### src/rtl/mod_arbiter.sv
// Round-robin arbiter/sequencer sharing one vector-modulus engine between N_REQ requesters.
// Optional watchdog on the engine run is enabled by defining MOD_ARB_TIMEOUT_EN.
//
// state | meaning
// IDLE  | no job; picks the next requester round-robin and latches its operands
// START | one-cycle grant to the winner and start pulse to the engine
// WAIT  | engine running on held operands; waiting for eng_ok (or watchdog)
// RESP  | one-cycle done pulse with q_out/done_id
module mod_arbiter #(
    parameter int N_REQ = 4,
    parameter int W_IN  = 14,
    parameter int W_OUT = 24,
    parameter int ID_W  = 2,
    parameter int TMO   = 64
) (
    input  logic                    clk,
    input  logic                    rst,
    input  logic [N_REQ-1:0]        req,
    input  logic [N_REQ*W_IN-1:0]   a_bus,
    input  logic [N_REQ*W_IN-1:0]   b_bus,
    output logic [N_REQ-1:0]        gnt,
    output logic                    done,
    output logic [ID_W-1:0]         done_id,
    output logic [W_OUT-1:0]        q_out,
    output logic                    busy,
    output logic                    err,
    output logic [W_IN-1:0]         eng_a,
    output logic [W_IN-1:0]         eng_b,
    output logic                    eng_st,
    input  logic                    eng_ok,
    input  logic [W_OUT-1:0]        eng_q
);

    if (ID_W != $clog2(N_REQ) || N_REQ < 2 || TMO < 2) begin : g_bad_cfg
        $error("mod_arbiter: need ID_W == clog2(N_REQ), N_REQ >= 2, TMO >= 2");
    end

    typedef enum logic [1:0] {
        IDLE  = 2'd0,
        START = 2'd1,
        WAIT  = 2'd2,
        RESP  = 2'd3
    } state_t;

    state_t             state_q, state_d;
    logic [ID_W-1:0]    ptr_q, ptr_d;
    logic [ID_W-1:0]    cur_id_q, cur_id_d;
    logic [W_IN-1:0]    eng_a_q, eng_a_d;
    logic [W_IN-1:0]    eng_b_q, eng_b_d;
    logic [W_OUT-1:0]   q_out_q, q_out_d;
    logic [ID_W-1:0]    done_id_q, done_id_d;

    logic               win_found;
    logic [ID_W-1:0]    win_id;
    logic [W_IN-1:0]    win_a;
    logic [W_IN-1:0]    win_b;
    logic [ID_W-1:0]    ptr_next;

    // Scan ptr, ptr+1, ... with wrap so the requester after the last one served has priority.
    always_comb begin
        win_found = 1'b0;
        win_id    = '0;
        for (int k = 0; k < N_REQ; k++) begin
            logic [ID_W-1:0] idx;
            idx = ID_W'((int'(ptr_q) + k) % N_REQ);
            if (!win_found && req[idx]) begin
                win_found = 1'b1;
                win_id    = idx;
            end
        end
    end

    always_comb begin
        win_a = '0;
        win_b = '0;
        for (int i = 0; i < N_REQ; i++) begin
            if (win_id == ID_W'(i)) begin
                win_a = a_bus[i*W_IN +: W_IN];
                win_b = b_bus[i*W_IN +: W_IN];
            end
        end
    end

    assign ptr_next = (cur_id_q == ID_W'(N_REQ - 1)) ? '0 : cur_id_q + 1'b1;

`ifdef MOD_ARB_TIMEOUT_EN
    localparam int TMO_W = $clog2(TMO);

    logic [TMO_W-1:0]   tmo_cnt_q, tmo_cnt_d;
    logic               err_q, err_d;
`endif

    always_comb begin
        state_d   = state_q;
        ptr_d     = ptr_q;
        cur_id_d  = cur_id_q;
        eng_a_d   = eng_a_q;
        eng_b_d   = eng_b_q;
        q_out_d   = q_out_q;
        done_id_d = done_id_q;
`ifdef MOD_ARB_TIMEOUT_EN
        tmo_cnt_d = tmo_cnt_q;
        err_d     = 1'b0;
`endif
        case (state_q)
            IDLE: begin
                if (win_found) begin
                    eng_a_d  = win_a;
                    eng_b_d  = win_b;
                    cur_id_d = win_id;
                    state_d  = START;
                end
            end
            START: begin
`ifdef MOD_ARB_TIMEOUT_EN
                // Down-counter: terminal count 0 marks the TMO-th WAIT cycle.
                tmo_cnt_d = TMO_W'(TMO - 1);
`endif
                state_d = WAIT;
            end
            WAIT: begin
                if (eng_ok) begin
                    q_out_d   = eng_q;
                    done_id_d = cur_id_q;
                    ptr_d     = ptr_next;
                    state_d   = RESP;
                end
`ifdef MOD_ARB_TIMEOUT_EN
                else if (tmo_cnt_q == '0) begin
                    q_out_d   = '1;
                    done_id_d = cur_id_q;
                    ptr_d     = ptr_next;
                    err_d     = 1'b1;
                    state_d   = RESP;
                end else begin
                    tmo_cnt_d = tmo_cnt_q - 1'b1;
                end
`endif
            end
            RESP: begin
                state_d = IDLE;
            end
            default: begin
                state_d = IDLE;
            end
        endcase
    end

    always_ff @(posedge clk) begin
        if (rst) begin
            state_q   <= IDLE;
            ptr_q     <= '0;
            cur_id_q  <= '0;
            eng_a_q   <= '0;
            eng_b_q   <= '0;
            q_out_q   <= '0;
            done_id_q <= '0;
        end else begin
            state_q   <= state_d;
            ptr_q     <= ptr_d;
            cur_id_q  <= cur_id_d;
            eng_a_q   <= eng_a_d;
            eng_b_q   <= eng_b_d;
            q_out_q   <= q_out_d;
            done_id_q <= done_id_d;
        end
    end

`ifdef MOD_ARB_TIMEOUT_EN
    always_ff @(posedge clk) begin
        if (rst) begin
            tmo_cnt_q <= '0;
            err_q     <= 1'b0;
        end else begin
            tmo_cnt_q <= tmo_cnt_d;
            err_q     <= err_d;
        end
    end

    assign err = err_q;
`else
    assign err = 1'b0;
`endif

    always_comb begin
        gnt     = '0;
        eng_st  = 1'b0;
        done    = 1'b0;
        busy    = (state_q != IDLE);
        eng_a   = eng_a_q;
        eng_b   = eng_b_q;
        q_out   = q_out_q;
        done_id = done_id_q;
        if (state_q == START) begin
            gnt    = N_REQ'(1) << cur_id_q;
            eng_st = 1'b1;
        end
        if (state_q == RESP) begin
            done = 1'b1;
        end
    end

endmodule
### config.mk
export PLATFORM = sky130hd
export DESIGN_NAME = mod_arbiter
export DESIGN_NICKNAME = d
export VERILOG_FILES = /design/src/rtl/mod_arbiter.sv
export SDC_FILE = /design/constraint.sdc
export NUM_CORES = 1
export LEC_CHECK = 0
export CAP_MARGIN = 20
export CORE_MARGIN = 5
export CORE_UTILIZATION = 39
export DETAILED_ROUTE_END_ITERATION = 8
export GPL_TIMING_DRIVEN = 0
export PLACE_DENSITY_LB_ADDON = 0.15
export SLEW_MARGIN = 0
export SYNTH_ARGS = -nofsm -noshare
export SYNTH_HDL_FRONTEND = slang
export SYNTH_SLANG_ARGS = --single-unit
export TNS_END_PERCENT = 5
### constraint.sdc
create_clock -name clk -period 5.2 [get_ports clk]
set_input_delay 1.04 -clock clk [delete_from_list [all_inputs] [get_ports clk]]
set_output_delay 1.04 -clock clk [all_outputs]
set_load 0.02 [all_outputs]
Word level (Yosys, flattened, before mapping)
Cells that the tools add are included.
{"block": "word_totals", "ff_bits": 60, "latchBits": 0, "ram_bits": 0, "romBits": 0, "in_bits": 143, "output_inout_bits": 62, "mem_count": 0}
{"block": "classes", "addsub": 4, "n_mul": 0, "div_mod_pow": 0, "order_cmp": 4, "eq_ne": 9, "n_shift": 1, "mux": 31, "n_bitwise": 0, "reduce_logical": 12}
{"cell": "$mux W14", "count": 8}
{"cell": "$mux W2", "count": 7}
{"cell": "$lt A2 B3 Y1 const B", "count": 4}
{"cell": "$eq A2 B2 Y1 const B", "count": 5}
{"cell": "$mux W1", "count": 10}
{"cell": "$bmux W1 S2", "count": 4}
{"cell": "$pmux W2 S4", "count": 1}
{"cell": "$reduce_and A2 Y1", "count": 3}
{"cell": "$add A2 B1 Y2 const B", "count": 2}
{"cell": "$add A2 B2 Y2 const B", "count": 2}
{"cell": "$eq A2 B1 Y1 const B", "count": 2}
{"cell": "$logic_not A2 Y1", "count": 2}
{"cell": "$mux W4", "count": 1}
{"cell": "$ne A2 B2 Y1 const B", "count": 2}
{"cell": "$shl A1 B2 Y4 const A", "count": 1}
{"cell": "$logic_and A1 B1 Y1", "count": 3}
{"cell": "$logic_not A1 Y1", "count": 3}
{"cell": "$reduce_bool A2 Y1", "count": 1}

Depth between registers and ports, before layout
{"block": "depth", "word_depth": 17, "mapped_depth": 8, "depth_no_buf": 7}

Worst setup path before layout
OpenSTA, ideal clock, no wires.
{"block": "synth_timing", "path_type": "in2reg", "start": "input port req[0]", "end": "register eng_a_q[4] (netlist: eng_a[4])", "arrival_time_ns": 2.105, "required_ns": 5.066, "slack_ns": 2.962, "cell_stages": 6, "path_buffers": 1, "path_cell_list": "nor4_2 -> nand2b_2 -> nor2_1 -> nand2_1 -> buf_2 -> o221ai_1"}
{"block": "synth_between", "elab_chain_len": 17, "word_cells_on_any_way": 31, "cone_classes": "eq/ne: 3; mux: 20; reduce/logical: 8"}
{"element": "start, declared", "line_no": "18", "rtl": "input logic [N_REQ-1:0] req,"}
{"element": "$bmux W1 S2", "line_no": "66", "rtl": "if (!win_found && req[idx]) begin"}
{"element": "$mux W1 (not written as such)", "line_no": "66"}
{"element": "$mux W1", "line_no": "66"}
{"element": "$logic_not A1 Y1", "line_no": "66"}
{"element": "$logic_and A1 B1 Y1", "line_no": "66"}
{"element": "$mux W1", "line_no": "66"}
{"element": "$logic_not A1 Y1", "line_no": "66"}
{"element": "$logic_and A1 B1 Y1", "line_no": "66"}
{"element": "$mux W1", "line_no": "66"}
{"element": "$logic_not A1 Y1", "line_no": "66"}
{"element": "$logic_and A1 B1 Y1", "line_no": "66"}
{"element": "$mux W2", "line_no": "66"}
{"element": "$logic_not A2 Y1", "line_no": "77", "rtl": "if (win_id == ID_W'(i)) begin"}
{"element": "$mux W14 (4 in a row)", "line_no": "77"}
{"element": "end signal, assigned", "line_no": "162", "rtl": "eng_a_q <= eng_a_d;"}
{"element": "end, declared", "line_no": "48", "rtl": "logic [W_IN-1:0] eng_a_q, eng_a_d;"}
Several ways; a longest one is shown, not always the timed one. The select of a mux whose other input is x is not followed.
A chain may end at the register's enable or synchronous reset.

Worst setup path after layout
{"block": "layout_timing", "start": "input port req[0]", "end": "register eng_a_q[11] (netlist: eng_a[11])"}
The elaborated chain is that of the path after synthesis.

==> run_results.csv <==
group,metric,value,unit
clock_network,cts_inserted_buffers,9,
synth,yosysSeqAreaShare,39.6,%
setup_path,critPathCaptureType,"flop",
synth,ys.warnings.count,0,
floorplanning,dieWidth,98.2,microns
synth,mappedNetlistArea,3040,sq um
synth,postSynthRegisterBits,60,
setup_path,critical_path.reg2reg.endpoint,"eng_a[11]$_SDFFE_PP0P_",
routing,ratio_of_routed_vias_to_standard_cells,4.86,
worst_hold_path,min-delay-path-class,"flop to flop",
grt,grt.overflow.total,0,
floorplanning,dieArea,9650,sq um
grt,grt_first_pass_wirelength,17000,microns
cells_and_area,number_of_antenna_repair_diodes,0,
timing,finalSetupTns,0,ns
setup_path,worst-path-max-fanout,10,
floorplanning,die_h,98.2,microns
outcome,outcome,"complete, no violations",
timing,clock.fmax,343,MHz
setup_path,cp.arrival,3.10,ns
setup_path,timing.critical_path.required,5.38,ns
power,post-layout-total-power,2.00,mW
job,max_cap_viol_count,0,
setup_path,rr_worst_depth,6,
grt,antenna_found_initial,0,
grt,global_route.usage.total,21.8,%
place,io_buffer_count,202,
place,post-dp-hpwl,8580,microns
timing,rsz0062_at_grt,"false",
setup_path,timing.rr.start,"ptr_q[1]$_SDFFE_PP0P_",
place,place_worst_setup_slack,1.92,ns
routing,final_antenna_net_count,0,
power,leakagePower,1.99,nW
synth,post_synth_main_area_contributors,"sky130_fd_sc_hd__dfxtp_1 (40%), sky130_fd_sc_hd__mux2i_1 (19%), sky130_fd_sc_hd__nand2_1 (10%)",
clock_network,clock_sink_count,60,
routing,detail_route.drc_violations,0,
worst_hold_path,min-delay-start,"q_out[20]$_SDFFE_PP0P_",
synth,syn_area_per_cell,9.14,sq um
synth,post_synth_num_cell_types,25,
setup_path,critical_path_class,"input port to flop",
routing,routed_wirelength,10600,microns
place,gp_routability_congestion,0.828,
timing,final.setup_skew,0.00714,ns
routing,vias_post_dr,3167,
clock_network,post_cts_resized,0,
timing,timing.final.setup_violations,0,
floorplanning,placeableCoreArea,7650,sq um
floorplanning,rows,32,
clock_network,tritoncts_clock_tree,"done",
routing,first_iter_violations,72,
floorplanning,initial_cell_density_of_the_core,39.7,%
power,power.density_cell_area,367,nW/um^2
clock_network,cts.repair_timing.setup_buffer_count,0,
cells_and_area,final_nets,697,
timing,period_needed,2.91,ns
clock_network,cts_root_buffer,"sky130_fd_sc_hd__clkbuf_8",
clock_network,cts_htree_levels,3,
setup_path,start_kind,"input port",
power,vdd_ir_drop_max,234,uV
worst_hold_path,min_delay_path_depth,2,
synth,synth.largest_area_cell,"sky130_fd_sc_hd__dfxtp_1",
timing,final_max_slew_viol_count,0,
grt,largest_net_degree_at_the_start_of_global_routing,12,
clock_network,maximum_clock_insertion_buffer_count,2,
cells_and_area,num-fill-cells,612,
timing,worst_slack,2.29,ns
floorplanning,floorplan.io_pins,205,
clock_network,clock_latency,0.34,ns
routing,firstDrtPassIters,4,
timing,period_share,56.0,%
worst_hold_path,hold_path_end,"q_out[20]$_SDFFE_PP0P_",
setup_path,regToRegSetupSlack,3.18,ns
grt,grt_pass1_vias,3274,
synth,synth_top_area_share,39.6,%
synth,synthesis.instances,332,
clock_network,cts.hold.buffers_added,0,
cells_and_area,post_route_cells_drive_above_1_share,7.09,%
timing,finalHoldViolations,0,
cells_and_area,area_growth,79.0,%
synth,synthesis.nets,484,
clock_network,path_clk_slew,0.07,ns
routing,wl_per_cell,16.2,microns
[power by group]
part	internal [mW]	switching (mW)	leakage (nW)	total, mW
registers	0.565	0.0601	0.491	0.625
logic	0.432	0.419	1.38	0.851
clock network	0.331	0.189	0.122	0.521
total	1.33	0.669	1.99	2.00
[synthesized netlist by cell type]
cell and n:
sky130_fd_sc_hd__nor2_1 8, sky130_fd_sc_hd__clkbuf_1 9, sky130_fd_sc_hd__a211oi_1 1, sky130_fd_sc_hd__a311oi_2 1, sky130_fd_sc_hd__nand2b_1 2, sky130_fd_sc_hd__o21ai_2 1
sky130_fd_sc_hd__o2bb2a_4 1, sky130_fd_sc_hd__buf_4 2, sky130_fd_sc_hd__nor2b_1 2, sky130_fd_sc_hd__nand2b_2 1, sky130_fd_sc_hd__and2_1 5, sky130_fd_sc_hd__dfxtp_1 60
sky130_fd_sc_hd__nand2_1 84, sky130_fd_sc_hd__inv_1 7, sky130_fd_sc_hd__o221ai_1 28, sky130_fd_sc_hd__mux2i_1 59, sky130_fd_sc_hd__buf_2 8, sky130_fd_sc_hd__ha_1 9
sky130_fd_sc_hd__a21oi_2 1, sky130_fd_sc_hd__nor4_2 1, sky130_fd_sc_hd__buf_6 3, sky130_fd_sc_hd__buf_12 4, sky130_fd_sc_hd__a21oi_1 32, sky130_fd_sc_hd__nor3_1 2
sky130_fd_sc_hd__conb_1 1
[layer usage]
metal	track usage [%]	routed length, microns	vias to the layer above
met5	0	0	-
li1	-	-	1590
met2	37.5	5310	122
met3	8.43	938	16
met1	24.6	4180	1439
met4	7.46	151	0
[cells in the final DEF, fill, tap and decap left out]
| cell type | instances |
|---|---|
| sky130_fd_sc_hd__a211oi_1 | 1 |
| sky130_fd_sc_hd__a21oi_1 | 32 |
| sky130_fd_sc_hd__a21oi_2 | 1 |
| sky130_fd_sc_hd__a311oi_2 | 1 |
| sky130_fd_sc_hd__and2_1 | 5 |
| sky130_fd_sc_hd__buf_12 | 4 |
| sky130_fd_sc_hd__buf_2 | 8 |
| sky130_fd_sc_hd__buf_4 | 2 |
| sky130_fd_sc_hd__buf_6 | 3 |
| sky130_fd_sc_hd__bufinv_16 | 3 |
| sky130_fd_sc_hd__clkbuf_1 | 9 |
| sky130_fd_sc_hd__clkbuf_8 | 10 |
| sky130_fd_sc_hd__clkdlybuf4s50_1 | 202 |
| sky130_fd_sc_hd__clkinv_2 | 1 |
| sky130_fd_sc_hd__clkinv_4 | 1 |
| sky130_fd_sc_hd__clkinvlp_4 | 1 |
| sky130_fd_sc_hd__conb_1 | 1 |
| sky130_fd_sc_hd__dfxtp_1 | 60 |
| sky130_fd_sc_hd__ha_1 | 9 |
| sky130_fd_sc_hd__inv_1 | 7 |
| sky130_fd_sc_hd__mux2i_1 | 59 |
| sky130_fd_sc_hd__nand2_1 | 84 |
| sky130_fd_sc_hd__nand2b_1 | 2 |
| sky130_fd_sc_hd__nand2b_2 | 1 |
| sky130_fd_sc_hd__nor2_1 | 8 |
| sky130_fd_sc_hd__nor2b_1 | 2 |
| sky130_fd_sc_hd__nor3_1 | 2 |
| sky130_fd_sc_hd__nor4_2 | 1 |
| sky130_fd_sc_hd__o21ai_2 | 1 |
| sky130_fd_sc_hd__o221ai_1 | 28 |
| sky130_fd_sc_hd__o2bb2a_4 | 1 |
[cell type report]
class | instances | area [sq um] | share of cell area (%)
multi-input cells | 239 | 1610 | 29.5
plain buffers | 26 | 203 | 3.73
flip-flops and latches | 60 | 1200 | 22.1
clock inverters | 6 | 111 | 2.05
clock buffers | 10 | 138 | 2.53
well taps | 102 | 128 | 2.35
inverters | 7 | 26.3 | 0.484
repair buffers | 202 | 2020 | 37.2
[worst max-delay path by stage]
stage	startpoint	end	slack [ns]	cells past startpoint
after global routing	req[0]	eng_b[2]$_SDFFE_PP0P_	2.14	7
after global placement	req[0]	eng_b[2]$_SDFFE_PP0P_	2.02	7
after detailed placement	req[0]	eng_a[11]$_SDFFE_PP0P_	1.92	7
final	req[0]	eng_a[11]$_SDFFE_PP0P_	2.29	7
after floorplan	req[0]	eng_a[4]$_SDFFE_PP0P_	2.96	6
after CTS	req[0]	eng_a[11]$_SDFFE_PP0P_	2.28	7
[flip-flops by register name, summed over array words and instances (netlist names)]
| register | count |
|---|---|
| ptr_q | 2 |
| eng_b | 14 |
| done_id | 2 |
| eng_a | 14 |
| q_out | 24 |
| state_q | 2 |
| cur_id_q | 2 |
[stage by stage]
step / cell area (sq um) / std cells / hold WS, ns / util, %
global placement: 5180 / 636 / 0.441 / 67.8
CTS: 5430 / 652 / 0.456 / 71.1
global route: 5430 / 652 / 0.478 / 71.1
finish: 5430 / 652 / 0.456 / 71.1
floorplan: 3040 / 332 / 0.476 / -
detailed placement: 5180 / 636 / 0.445 / 67.8
[cells by family after synthesis]
logic type      count (synthesis)  synth area share (%)
buf+inv                        33                  7.54
fa+ha+maj                       9                  3.71
simple gates                  105                  14.3
flops                          60                  39.6
mux                            59                  19.5
other cells                     1                 0.124
compound gates                 65                  15.3
[critical path, stage by stage]
cell,delay (ns)
sky130_fd_sc_hd__clkdlybuf4s50_1,0.51
sky130_fd_sc_hd__nor4_2,0.45
sky130_fd_sc_hd__nand2b_2,0.24
sky130_fd_sc_hd__nor2_1,0.06
sky130_fd_sc_hd__nand2_1,0.31
sky130_fd_sc_hd__buf_2,0.30
sky130_fd_sc_hd__o221ai_1,0.17
Power figures use the tool's default switching activity.
